<file path="config.mk">
export PLATFORM = sky130hd
export DESIGN_NAME = nmea_sentence_tx_flat
export DESIGN_NICKNAME = d
export VERILOG_FILES = /design/src/rtl/nmea_sentence_tx_if.sv /design/src/rtl/nmea_sentence_tx.sv /design/src/flat_wrapper.sv
export SDC_FILE = /design/constraint.sdc
export NUM_CORES = 1
export LEC_CHECK = 0
export CORE_MARGIN = 2
export CORE_UTILIZATION = 30
export CTS_CLUSTER_DIAMETER = 30
export DETAILED_ROUTE_END_ITERATION = 10
export PLACE_DENSITY = 0.55
export SLEW_MARGIN = 5
export SYNTH_ARGS = -nofsm -noshare
export SYNTH_HDL_FRONTEND = slang
export SYNTH_SLANG_ARGS = --single-unit
</file>
<file path="constraint.sdc">
create_clock -name sclk -period 2.5 [get_ports sclk]
set_clock_uncertainty 0.1 [all_clocks]
set_input_delay 0.625 -clock sclk [delete_from_list [all_inputs] [get_ports sclk]]
set_output_delay 0.625 -clock sclk [all_outputs]
set_load 0.005 [all_outputs]
</file>
<file path="src/rtl/nmea_sentence_tx_if.sv">
// Payload stream handshake between upstream sentence source and nmea_sentence_tx.
//   pl_data  : payload byte
//   pl_valid : pl_data valid (also requests a new sentence when the block is idle)
//   pl_last  : final payload byte of the sentence, qualified by the transfer
//   pl_ready : block accepts pl_data this cycle
interface nmea_sentence_tx_if;
    logic [7:0] pl_data;
    logic       pl_valid;
    logic       pl_last;
    logic       pl_ready;

    modport master (
        output pl_data,
        output pl_valid,
        output pl_last,
        input  pl_ready
    );

    modport slave (
        input  pl_data,
        input  pl_valid,
        input  pl_last,
        output pl_ready
    );
endinterface

</file>
<file path="src/rtl/nmea_sentence_tx.sv">
// NMEA sentence transmitter: frames an upstream payload stream as
// "$<payload>*HH\r\n" (HH = XOR checksum in uppercase hex) and serializes
// it on a UART 8N1 line toward the GPS module.
// Ports:
//   sclk  : system clock
//   rstn  : asynchronous active-low reset
//   pl    : payload stream (slave side of nmea_sentence_tx_if)
//   txd   : serial out, idle high
//   busy  : sentence in progress
//   sent  : one-cycle pulse after the final LF stop bit
//   trunc : one-cycle pulse when the payload is cut at MAX_PAYLOAD bytes
module nmea_sentence_tx #(
    parameter int unsigned SYSCLK_FREQ = 100_000_000,
    parameter int unsigned BAUD        = 9600,
    parameter int unsigned MAX_PAYLOAD = 80
) (
    input  logic               sclk,
    input  logic               rstn,
    nmea_sentence_tx_if.slave  pl,
    output logic               txd,
    output logic               busy,
    output logic               sent,
    output logic               trunc
);

    localparam int unsigned BIT_CYCLES = SYSCLK_FREQ / BAUD;
    localparam int unsigned CYC_W      = (BIT_CYCLES > 1) ? $clog2(BIT_CYCLES) : 1;
    localparam int unsigned CNT_W      = $clog2(MAX_PAYLOAD + 1);
    localparam int unsigned BIT_W      = 4;

    localparam logic [7:0] CH_DOLLAR = 8'h24;
    localparam logic [7:0] CH_STAR   = 8'h2A;
    localparam logic [7:0] CH_CR     = 8'h0D;
    localparam logic [7:0] CH_LF     = 8'h0A;

    localparam logic [CYC_W-1:0] CYC_LAST  = CYC_W'(BIT_CYCLES - 1);
    localparam logic [BIT_W-1:0] STOP_BIT  = BIT_W'(9);
    localparam logic [CNT_W-1:0] CNT_LIMIT = CNT_W'(MAX_PAYLOAD);

    typedef enum logic [3:0] {
        S_IDLE,
        S_DOLLAR,
        S_PAYLOAD,
        S_STAR,
        S_CS_HI,
        S_CS_LO,
        S_CR,
        S_LF,
        S_DONE
    } state_t;

    // Nibble to uppercase ASCII hex digit.
    function automatic logic [7:0] hex_ascii(input logic [3:0] n);
        if (n < 4'd10) return 8'h30 + {4'h0, n};
        else           return 8'h37 + {4'h0, n};
    endfunction

    state_t             state_q, state_d;
    logic               active_q, active_d;   // byte engine has a frame in flight
    logic [CYC_W-1:0]   cyc_q, cyc_d;         // cycle within current bit
    logic [BIT_W-1:0]   bit_q, bit_d;         // 0 = start, 1..8 = data, 9 = stop
    logic [8:0]         sh_q, sh_d;           // remaining data bits then stop bit
    logic [7:0]         cs_q, cs_d;
    logic [CNT_W-1:0]   cnt_q, cnt_d;
    logic               txd_d, busy_d, sent_d, trunc_d, ready_d;

    logic               eng_last_c;
    logic               can_load_c;
    logic               load_c;
    logic [7:0]         load_byte_c;

    // State register and registered outputs.
    always_ff @(posedge sclk or negedge rstn) begin
        if (!rstn) begin
            state_q     <= S_IDLE;
            active_q    <= 1'b0;
            cyc_q       <= '0;
            bit_q       <= '0;
            sh_q        <= '1;
            cs_q        <= '0;
            cnt_q       <= '0;
            txd         <= 1'b1;
            busy        <= 1'b0;
            sent        <= 1'b0;
            trunc       <= 1'b0;
            pl.pl_ready <= 1'b0;
        end else begin
            state_q     <= state_d;
            active_q    <= active_d;
            cyc_q       <= cyc_d;
            bit_q       <= bit_d;
            sh_q        <= sh_d;
            cs_q        <= cs_d;
            cnt_q       <= cnt_d;
            txd         <= txd_d;
            busy        <= busy_d;
            sent        <= sent_d;
            trunc       <= trunc_d;
            pl.pl_ready <= ready_d;
        end
    end

    // Final cycle of a stop bit: the next frame may start on the following cycle.
    assign eng_last_c = active_q && (cyc_q == CYC_LAST) && (bit_q == STOP_BIT);
    assign can_load_c = !active_q || eng_last_c;

    // Next-state, byte engine and output logic.
    always_comb begin
        state_d     = state_q;
        active_d    = active_q;
        cyc_d       = cyc_q;
        bit_d       = bit_q;
        sh_d        = sh_q;
        cs_d        = cs_q;
        cnt_d       = cnt_q;
        txd_d       = txd;
        busy_d      = busy;
        sent_d      = 1'b0;
        trunc_d     = 1'b0;
        ready_d     = 1'b0;
        load_c      = 1'b0;
        load_byte_c = 8'h00;

        // Advance the bit timer of the frame in flight.
        if (active_q) begin
            if (cyc_q == CYC_LAST) begin
                cyc_d = '0;
                if (bit_q == STOP_BIT) begin
                    active_d = 1'b0;
                    txd_d    = 1'b1;
                end else begin
                    bit_d = bit_q + BIT_W'(1);
                    txd_d = sh_q[0];
                    sh_d  = {1'b1, sh_q[8:1]};
                end
            end else begin
                cyc_d = cyc_q + CYC_W'(1);
            end
        end

        unique case (state_q)
            S_IDLE: begin
                // The requesting byte is left on the bus; '$' goes out first.
                if (pl.pl_valid) begin
                    load_c      = 1'b1;
                    load_byte_c = CH_DOLLAR;
                    cs_d        = '0;
                    cnt_d       = '0;
                    busy_d      = 1'b1;
                    state_d     = S_DOLLAR;
                end
            end
            S_DOLLAR: begin
                state_d = S_PAYLOAD;
            end
            S_PAYLOAD: begin
                if (pl.pl_ready && pl.pl_valid) begin
                    load_c      = 1'b1;
                    load_byte_c = pl.pl_data;
                    cs_d        = cs_q ^ pl.pl_data;
                    cnt_d       = cnt_q + CNT_W'(1);
                    if (pl.pl_last) begin
                        state_d = S_STAR;
                    end else if (cnt_d == CNT_LIMIT) begin
                        trunc_d = 1'b1;
                        state_d = S_STAR;
                    end
                end
            end
            S_STAR: begin
                if (can_load_c) begin
                    load_c      = 1'b1;
                    load_byte_c = CH_STAR;
                    state_d     = S_CS_HI;
                end
            end
            S_CS_HI: begin
                if (can_load_c) begin
                    load_c      = 1'b1;
                    load_byte_c = hex_ascii(cs_q[7:4]);
                    state_d     = S_CS_LO;
                end
            end
            S_CS_LO: begin
                if (can_load_c) begin
                    load_c      = 1'b1;
                    load_byte_c = hex_ascii(cs_q[3:0]);
                    state_d     = S_CR;
                end
            end
            S_CR: begin
                if (can_load_c) begin
                    load_c      = 1'b1;
                    load_byte_c = CH_CR;
                    state_d     = S_LF;
                end
            end
            S_LF: begin
                if (can_load_c) begin
                    load_c      = 1'b1;
                    load_byte_c = CH_LF;
                    state_d     = S_DONE;
                end
            end
            S_DONE: begin
                // Sentence completes once the LF stop bit has fully elapsed.
                if (eng_last_c) begin
                    sent_d  = 1'b1;
                    busy_d  = 1'b0;
                    state_d = S_IDLE;
                end
            end
            default: begin
                state_d = S_IDLE;
            end
        endcase

        // Start a new frame back-to-back with the stop bit just ending.
        if (load_c) begin
            active_d = 1'b1;
            cyc_d    = '0;
            bit_d    = '0;
            txd_d    = 1'b0;
            sh_d     = {1'b1, load_byte_c};
        end

        // Ready is registered, so it is derived from next-cycle engine state.
        ready_d = (state_d == S_PAYLOAD) &&
                  (!active_d || ((cyc_d == CYC_LAST) && (bit_d == STOP_BIT)));
    end

endmodule

</file>
<file path="src/flat_wrapper.sv">
// flat-port wrapper written by rule: the top's interface ports become plain ports
module nmea_sentence_tx_flat 
#(
    parameter int unsigned SYSCLK_FREQ = 100_000_000,
    parameter int unsigned BAUD        = 9600,
    parameter int unsigned MAX_PAYLOAD = 80
)
  (sclk, rstn, txd, busy, sent, trunc, pl_pl_data, pl_pl_valid, pl_pl_last, pl_pl_ready);
  nmea_sentence_tx_if pl_i ();
  input  logic sclk;
  input  logic rstn;
  output logic txd;
  output logic busy;
  output logic sent;
  output logic trunc;
  input wire logic [$bits(pl_i.pl_data)-1:0] pl_pl_data;
  input wire logic [$bits(pl_i.pl_valid)-1:0] pl_pl_valid;
  input wire logic [$bits(pl_i.pl_last)-1:0] pl_pl_last;
  output wire logic [$bits(pl_i.pl_ready)-1:0] pl_pl_ready;
  assign pl_i.pl_data = pl_pl_data;
  assign pl_i.pl_valid = pl_pl_valid;
  assign pl_i.pl_last = pl_pl_last;
  assign pl_pl_ready = pl_i.pl_ready;
  nmea_sentence_tx #(.SYSCLK_FREQ(SYSCLK_FREQ), .BAUD(BAUD), .MAX_PAYLOAD(MAX_PAYLOAD)) u_core (.sclk(sclk), .rstn(rstn), .pl(pl_i), .txd(txd), .busy(busy), .sent(sent), .trunc(trunc));
endmodule
</file>
==> qor.csv <==
stage,metric,value,unit
drt,Detailed Route WL,7.43,mm
synth,Mapped Avg Cell Area,8.72,um^2
finish,area grow syn2layout,17.0,%
timing,final setup margin,0.213,ns
floorplan,Initial Utilization,31.2,%
power_and_ir_drop,Pleak,1.47,nW
synth,largest area contributor in the netlist,dfrtp_1,
power_and_ir_drop,Internal Power,1.05,mW
placement,Setup WS pre-CTS,-0.0977,ns
floorplan,CORE AREA,9860,um^2
drt,ANT nets after route,0,
drt,routed len/inst,14.4,um
critical_path,worst-path fanout max,14,
critical_path,R2R Setup Slk,0.29,ns
power_and_ir_drop,Switching Power,0.325,mW
critical_path,Worst Path Arrival,2.42,ns
synth,ys async rst share,100,%
drt,DR vias,2598,
synth,synthesized net count,371,
clocking,Post-CTS Hold Buffers,0,
synth,library cells used by synthesis,54,
flow_run,max-cap violation count,0,
clocking,clk_lat worst skew,0.31,ns
critical_path,Worst Setup Start Kind,primary input,
drt,vias per std cell,5.04,
critical_path,r2r worst-path depth,6,
floorplan,Die X-Extent,105,um
finish,Ant. Diodes,0,
timing,highest clock rate,0.437,GHz
critical_path,worst r2r dst,u_core.sh_q[3],
timing,final hold slack,0.214,ns
critical_path,Setup CP Type,primary input to register,
clocking,clock transition at the registers of the reported paths,0.10,ns
drt,drt first-iter violations,172,
finish,share of layout cells above drive strength 1,13.1,%
floorplan,die height,105,um
timing,setup tns final,0,ns
timing,fin. max-slew vios,0,
placement,Buffers on Ports,16,
timing,endpoints failing setup,0,
clocking,maximum clock path buffer count,2,
synth,mapped cell area,3080,um^2
status,status,completed,
synth,Ys Warns,0,
global_routing,total gr overflow,0,
timing,relative max-transition margin,65.9,%
power_and_ir_drop,VDD IR max,0.000227,V
clocking,Clock Sinks,51,
synth,top-area cell type share of the netlist area,34.1,%
global_routing,wire length of the first global-routing pass,12.8,mm
clocking,clock root cell,clkbuf_8,
floorplan,Rows,36,
timing,final period utilization,91.5,%
finish,design area,3600,um^2
worst_hold_path,worst min-delay path category,primary input to asynchronous set/reset pin,
timing,Slew @ Worst Pin,0.511,ns
clocking,CTS tree,yes,
power_and_ir_drop,Comb pwr share,4.2,%
clocking,H-tree depth,2,
critical_path,CP Capture Type,register,
power_and_ir_drop,sequential share of power,60.4,%
critical_path,RR Startpoint,u_core.cyc_q[8],
placement,dpl hpwl,5.53,mm
global_routing,vias in the first global route,2619,
global_routing,total track usage,14.0,%
clocking,TritonCTS buffer count,5,
global_routing,largest net degree at the start of global routing,27,
drt,Residual DRC,0,
clocking,post_cts resized,0,
power_and_ir_drop,Switching Fraction,23.6,%
timing,RSZ-0062 raised after global routing,no,
synth,sequential cell area fraction in the yosys report,41.8,%
timing,Final Critical Period,2.29,ns
floorplan,Die ar.,11100,um^2
drt,router iterations before antenna repair,4,
synth,number of flops mapped to enable cells by yosys,0,
synth,Synth Flop Type,dfrtp_1,
clocking,postcts setup bufs,0,
synth,main area contributors after synthesis,"dfrtp_1 (34%), dfstp_2 (7.7%), xnor2_1 (5.4%), nor2_1 (5.4%), nand2_1 (5.1%)",
floorplan,# IOs,17,
global_routing,initial antenna violation count,0,
synth,register bit total from synthesis,51,
finish,fin nets,399,
placement,Placed Area,3520,um^2
critical_path,critical path required time,2.63,ns
power_and_ir_drop,part of the power in the clock network,35.4,%
power_and_ir_drop,power density cells,383,nW/um^2
timing,Final Hold Violating Endpoints,0,
synth,cell count after synthesis,353,
placement,RePlAce Congestion,0.886,
## worst max-delay path by stage
| stage | from | end | slack (ns) | cells past startpoint |
|---|---|---|---|---|
| 2_1_floorplan | pl_pl_valid | u_core.sh_q[4] | 0.42 | 7 |
| 5_1_grt | pl_pl_valid | u_core.sh_q[1] | 0.08 | 8 |
| 6_report | pl_pl_valid | u_core.sh_q[3] | 0.21 | 7 |
| 3_3_place_gp | pl_pl_valid | u_core.sh_q[1] | -0.007 | 8 |
| 3_5_place_dp | pl_pl_valid | u_core.sh_q[4] | -0.1 | 7 |
| 4_1_cts | pl_pl_valid | u_core.sh_q[4] | 0.24 | 7 |
## kinds of logic (layout without fill, tap and decap cells)
| logic type | after synthesis | count (layout) | synth area share [%] |
|---|---|---|---|
| AO/OA/AOI/OAI | 74 | 74 | 15.1 |
| XOR/XNOR | 31 | 31 | 8.82 |
| adder cells (fa/ha/maj) | 6 | 6 | 2.44 |
| buffers and inverters | 30 | 59 | 4.15 |
| flip-flops | 51 | 51 | 41.8 |
| multiplexers | 6 | 6 | 1.95 |
| AND/OR/NAND/NOR | 155 | 155 | 25.7 |
## layer usage
layer  global-route usage (%)  wire, um  up-vias  part of all wire (%)
met5                        0         0        -                     0
met4                     2.57        42        0                  0.57
met3                     2.23       160        4                   2.2
met2                     22.4      3410       28                    46
met1                     20.3      3820     1271                    51
li1                         -         -     1295                     -
## worst max-delay path, stage by stage
cell and delay (ns):
clkdlybuf4s50_1 0.49, nor4b_2 0.29, o21ai_0 0.26, a21o_1 0.25
a21oi_4 0.15, buf_4 0.22, o211ai_1 0.12
## power by group through the flow
stage | logic, mW | registers, mW | clock network [mW]
5_1_grt | 0.0676 | 0.833 | 0.539
3_3_place_gp | 0.0588 | 0.848 | 0
6_report | 0.0585 | 0.832 | 0.487
4_1_cts | 0.0606 | 0.832 | 0.504
2_1_floorplan | 0.0175 | 0.847 | 0
3_5_place_dp | 0.0603 | 0.848 | 0
## through the flow
| stage | cells | utilization (%) | power, mW |
|---|---|---|---|
| 2_1_floorplan | 353 | - | 0.865 |
| 3_3_place_gp | 507 | 35.6 | 0.907 |
| 3_5_place_dp | 507 | 35.6 | 0.908 |
| 4_1_cts | 515 | 36.5 | 1.40 |
| 5_1_grt | 515 | 36.5 | 1.44 |
| 6_report | 515 | 36.5 | 1.38 |
## layout by cell type (no fill, tap or decap), drive strengths merged, types with 3 or more instances in the layout
cell | netlist | layout
dfstp | 9 | 9
a21o | 3 | 3
xor2 | 12 | 12
ha | 6 | 6
nand3 | 11 | 11
nor4b | 4 | 4
o211ai | 3 | 3
clkbuf | 10 | 6
clkdlybuf4s50 | 0 | 15
nor4 | 5 | 5
buf | 10 | 26
nor2 | 44 | 44
o21ai | 25 | 25
and3 | 3 | 3
nand2b | 5 | 5
inv | 10 | 10
dfrtp | 42 | 42
nor3 | 13 | 13
a21oi | 18 | 18
nand2 | 42 | 42
o22ai | 3 | 3
and4b | 3 | 3
xnor2 | 19 | 19
mux2i | 6 | 6
a31oi | 4 | 4
nand4 | 12 | 12
## sequential cells by signal, summed over array words and instances, names as in the netlist
signal and flops:
u_core.active_q 1, u_core.bit_q 4, u_core.busy 1, u_core.cnt_q 7
u_core.cs_q 8, u_core.cyc_q 14, u_core.pl.pl_ready 1, u_core.sent 1
u_core.sh_q 8, u_core.state_q 4, u_core.trunc 1, u_core.txd 1
## cells in the mapped netlist (all sizes together) (9+ instances only)
cell type	count
xor2	12
clkbuf	10
o21ai	25
dfstp	9
a21oi	18
inv	10
xnor2	19
dfrtp	42
nand3	11
nand4	12
buf	10
nor2	44
nand2	42
nor3	13
## layout make-up
type                            count  area [um^2]
Fill cell                        1019         6260
Timing Repair Buffer               41          355
Sequential cell                    51         1290
Inverter                           10         37.5
Tap cell                          133          166
Multi-Input combinational cell    272         1670
Clock inverter                      2         12.5
Clock buffer                        6         72.6
No activity file was read; power rests on OpenSTA's default activity.
